`src/rtl/alu_exec.sv`:
```
// EX-stage ALU with valid/ready handshakes on both sides.
// Single-cycle logic/arithmetic ops plus an iterative shift-add multiply.
module alu_exec #(
   parameter int WIDTH = 32
) (
   input  logic             clk,
   input  logic             rst_n,
   input  logic             in_valid,
   output logic             in_ready,
   input  logic [3:0]       ALUctrl,
   input  logic [WIDTH-1:0] src_a,
   input  logic [WIDTH-1:0] src_b,
   output logic             out_valid,
   input  logic             out_ready,
   output logic [WIDTH-1:0] result,
   output logic             zero,
   output logic             op_err
);

   localparam logic [3:0] OP_AND = 4'b0000;
   localparam logic [3:0] OP_OR  = 4'b0001;
   localparam logic [3:0] OP_ADD = 4'b0010;
   localparam logic [3:0] OP_SUB = 4'b0110;
   localparam logic [3:0] OP_SLT = 4'b0111;
   localparam logic [3:0] OP_NOR = 4'b1100;
   localparam logic [3:0] OP_MUL = 4'b1000;

   localparam int              CNT_W    = $clog2(WIDTH + 1);
   localparam logic [CNT_W-1:0] CNT_LAST = CNT_W'(WIDTH - 1);

   typedef enum logic [1:0] {
      IDLE,
      BUSY,
      DONE
   } state_t;

   state_t           state_q, state_d;
   logic [WIDTH-1:0] result_q, result_d;
   logic             zero_q, zero_d;
   logic             op_err_q, op_err_d;
   logic [WIDTH-1:0] mcand_q, mcand_d;
   logic [WIDTH-1:0] mplier_q, mplier_d;
   logic [WIDTH-1:0] acc_q, acc_d;
   logic [CNT_W-1:0] cnt_q, cnt_d;

   logic [WIDTH-1:0] alu_res;
   logic             alu_err;
   logic             is_mul;
   logic             slt_lt;
   logic [WIDTH-1:0] acc_step;
   logic             accept;

   // Signed compare is exact regardless of whether A-B would overflow.
   assign slt_lt   = $signed(src_a) < $signed(src_b);
   assign is_mul   = (ALUctrl == OP_MUL);
   assign accept   = in_valid && (state_q == IDLE);
   assign acc_step = acc_q + (mplier_q[0] ? mcand_q : '0);

   always_comb begin
      alu_res = '0;
      alu_err = 1'b0;
      case (ALUctrl)
         OP_AND:  alu_res = src_a & src_b;
         OP_OR:   alu_res = src_a | src_b;
         OP_ADD:  alu_res = src_a + src_b;
         OP_SUB:  alu_res = src_a - src_b;
         OP_SLT:  alu_res = {{(WIDTH-1){1'b0}}, slt_lt};
         OP_NOR:  alu_res = ~(src_a | src_b);
         OP_MUL:  alu_res = '0;
         default: alu_err = 1'b1;
      endcase
   end

   always_ff @(posedge clk or negedge rst_n) begin
      if (!rst_n) begin
         state_q <= IDLE;
      end else begin
         state_q <= state_d;
      end
   end

   always_comb begin
      state_d = state_q;
      case (state_q)
         IDLE: begin
            if (in_valid) begin
               state_d = is_mul ? BUSY : DONE;
            end
         end
         BUSY: begin
            if (cnt_q == CNT_LAST) begin
               state_d = DONE;
            end
         end
         DONE: begin
            if (out_ready) begin
               state_d = IDLE;
            end
         end
         default: state_d = IDLE;
      endcase
   end

   always_comb begin
      in_ready  = (state_q == IDLE);
      out_valid = (state_q == DONE);
   end

   // Datapath: result capture on accept / multiply completion, one shift-add step per BUSY edge.
   always_comb begin
      result_d = result_q;
      zero_d   = zero_q;
      op_err_d = op_err_q;
      mcand_d  = mcand_q;
      mplier_d = mplier_q;
      acc_d    = acc_q;
      cnt_d    = cnt_q;
      if (accept) begin
         if (is_mul) begin
            mcand_d  = src_a;
            mplier_d = src_b;
            acc_d    = '0;
            cnt_d    = '0;
         end else begin
            result_d = alu_res;
            zero_d   = (alu_res == '0);
            op_err_d = alu_err;
         end
      end else if (state_q == BUSY) begin
         acc_d    = acc_step;
         mcand_d  = mcand_q << 1;
         mplier_d = mplier_q >> 1;
         cnt_d    = cnt_q + CNT_W'(1);
         if (cnt_q == CNT_LAST) begin
            result_d = acc_step;
            zero_d   = (acc_step == '0);
            op_err_d = 1'b0;
         end
      end
   end

   always_ff @(posedge clk or negedge rst_n) begin
      if (!rst_n) begin
         result_q <= '0;
         zero_q   <= 1'b0;
         op_err_q <= 1'b0;
         mcand_q  <= '0;
         mplier_q <= '0;
         acc_q    <= '0;
         cnt_q    <= '0;
      end else begin
         result_q <= result_d;
         zero_q   <= zero_d;
         op_err_q <= op_err_d;
         mcand_q  <= mcand_d;
         mplier_q <= mplier_d;
         acc_q    <= acc_d;
         cnt_q    <= cnt_d;
      end
   end

   assign result = result_q;
   assign zero   = zero_q;
   assign op_err = op_err_q;

endmodule

```
`config.mk`:
```
export PLATFORM = sky130hd
export DESIGN_NAME = alu_exec
export DESIGN_NICKNAME = d
export VERILOG_FILES = /design/src/rtl/alu_exec.sv
export SDC_FILE = /design/constraint.sdc
export NUM_CORES = 1
export LEC_CHECK = 0
export ABC_AREA = 0
export CAP_MARGIN = 20
export CORE_MARGIN = 2
export CORE_UTILIZATION = 45
export DETAILED_ROUTE_END_ITERATION = 8
export HOLD_SLACK_MARGIN = 0.15
export SYNTH_ARGS = -nofsm -noshare
export SYNTH_HDL_FRONTEND = slang
export SYNTH_SLANG_ARGS = --single-unit
```
`constraint.sdc`:
```
create_clock -name clk -period 9.95 [get_ports clk]
set_clock_uncertainty 0.15 [all_clocks]
set_input_delay 1.4925 -clock clk [delete_from_list [all_inputs] [get_ports clk]]
set_output_delay 1.4925 -clock clk [all_outputs]
set_load 0.05 [all_outputs]
```
==> run metrics <==
DRC errors left 0; PostCTS Resize Cnt 0; Mean Syn Cell Area 7.87 um2; Synth Instances 1780; clock sink total 138; 1st-pass router iterations 5; status complete, no violations; Syn Nets 1995; worst-margin pin slew 0.989 ns; non-filler instance count after layout 2215; Pins Over Slew Limit 0; FMAX 188 MHz; max-cap viol count 0; flops & latches, synth 138; Num CTS Buffers 17; vias in the first global route 13000; Register-to-Register Path Depth 14; HPWL after detailed placement 35200 um; critical path launch point type input pin; area leader, netlist dfrtp_1; root buf cell clkbuf_16; Hold EP result[0]; WP data arrival 5.53 ns; row count 64; hold path depth 1; Initial Util 0.457; max layer used met4; Final period util 0.535; final hold viol count 0; initial antenna violation count 0; # nets final 2022; slew margin rel. 0.341; Via density 6.10; Synth Flop Type dfrtp_1; Clock Pin Slew Worst Setup and Hold Paths 0.07 ns; most used cells in the layout excluding fill and tap cells 210 x nand2_1, 148 x o21ai_0, 140 x ha_1; Via Count 13500; WL met1 21500 um; distinct cell type count after synthesis 98; Hold Path Origin result[0]; final setup violating endpoints 0; worst reg-to-reg setup slack 5.09 ns; Critical Path RT 10.16 ns; PwrDens 194 nW/um2; CP Capture Type register; cell count after placement 2184; CTS tree done; Post-Route WL 47600 um; post-synth top area share 0.246; Final Cell Area 15900 um2; Async S/R FF share, synth 1.00; Final Power 3.08 mW; final core utilization 0.518; most common cell after layout, fill and taps aside nand2_1; Post-synth EDFFs 0; Core Region 30700 um2; leakage power 7.15 nW; Ports 108; reg-to-reg critical path startpoint mplier_q[0]; clk buf depth 2; Hold Buf Count CTS 0; routed wl met3 2370 um; clk_lat worst skew 0.45 ns; Yosys warning count 0; synth top area cells dfrtp_1 25%, ha_1 12%, mux2i_1 5.9%, nand2_1 5.7%, o21ai_0 5.3%; Avg WL per Cell 21.5 um; minimum clock period 5.32 ns; Die Ht 180 um; RSZ-0062 raised after global routing false; grt ovf 0; largest net degree at the start of global routing 77; H-tree levels 4; Post CTS Setup Buffer Count 0; Min-Delay Path Class register to register; PortBufs 107; crit path kind input pin to register; DR iter-0 viols 1329; Synth Cell Area 14000 um2; CP max FO 14; Die X 180 um; die area 32600 um2; Routed Antenna Nets 0; layout cells sized above 1 0.0638; Setup WS pre-CTS 4.21 ns; first-pass GRT wire length 74400 um; area grow syn2layout 13.4%; fin worst setup slack 4.63 ns; Final GP Congestion 0.946; met2 wire len 21900 um; final setup TNS 0 ns; n_diodes 0; Hold WS 0.325 ns; GRT Total Usage 0.289; worst vdd ir 0.162 mV; Placement Cell Area 15300 um2; sequential share of the synthesized area 0.246; Critical R2R Capture zero
## worst max-delay path, stage by stage
cell,delay (ns)
clkdlybuf4s50_1,0.57
inv_1,0.07
ha_1,0.50
and2_4,0.25
a221o_1,0.31
a221o_1,0.43
o21ai_2,0.33
a21oi_1,0.18
o31a_1,0.36
mux2i_1,0.13
o21ai_0,0.21
nor4_1,0.34
nand4_1,0.15
o31ai_2,0.18
## synth_stat cells (7+ instances only)
cell type	n
nand2_1	211
o21ai_0	148
ha_1	140
dfrtp_1	138
nor2_1	136
a21oi_1	114
inv_1	108
clkbuf_1	90
mux2i_1	82
and2_1	46
o22ai_1	35
nor3_1	32
a22oi_1	27
a21o_1	25
nand2b_1	21
nand3_1	21
xnor2_1	21
a31oi_1	18
buf_2	18
o22a_1	18
nand4_1	17
nor4_1	17
o31ai_1	17
o211ai_1	16
nor2b_1	15
xor2_1	14
o21ai_1	12
a211oi_1	11
o21bai_1	11
a221oi_1	10
o21a_1	9
and3_1	8
or3_1	8
a221o_1	7
a22o_1	7
o221a_2	7
or2_2	7
## sequential cells by signal, summed over array words and instances (netlist names)
name / count
acc_q: 32
mcand_q: 32
mplier_q: 32
result: 32
cnt_q: 6
state_q: 2
op_err: 1
zero: 1
## cell type report
| type | instances | area [um2] |
|---|---|---|
| fill | 3011 | 14800 |
| multi-input combinational | 1417 | 9750 |
| sequential | 138 | 3450 |
| timing repair buffer | 124 | 1190 |
| tap | 396 | 495 |
| clock buffer | 19 | 443 |
| inverter | 109 | 409 |
| clock inverter | 12 | 141 |
## power by group
part	switching, mW	internal [mW]	leakage [nW]
sequential	0.167	0.774	1.81
combinational	0.933	0.534	5.07
clock	0.291	0.377	0.268
## cells by family after synthesis
kind of cell / count (synthesis) / share of synthesized area
buffers and inverters: 225 / 0.0627
muxes: 85 / 0.0610
and+or+nand+nor: 573 / 0.197
xor gates and xnor gates: 35 / 0.0219
adders and majority gates: 143 / 0.129
DFF: 138 / 0.246
AOI/OAI and AO/OA: 581 / 0.282
## worst max-delay path by stage
stage	startpoint	endpoint	depth (start not counted)
after CTS	src_a[10]	zero	14
after global placement	src_a[10]	zero	14
after floorplan	src_a[1]	zero	13
after global routing	src_a[8]	zero	14
after detailed placement	src_a[10]	zero	14
final	src_a[10]	zero	14
## routing by layer
layer / GRT usage / up-vias
li1: - / 6505
met1: 0.386 / 6472
met2: 0.464 / 456
met3: 0.0459 / 78
met4: 0.121 / 0
met5: 0 / -
(Power assumes the default switching activity.)
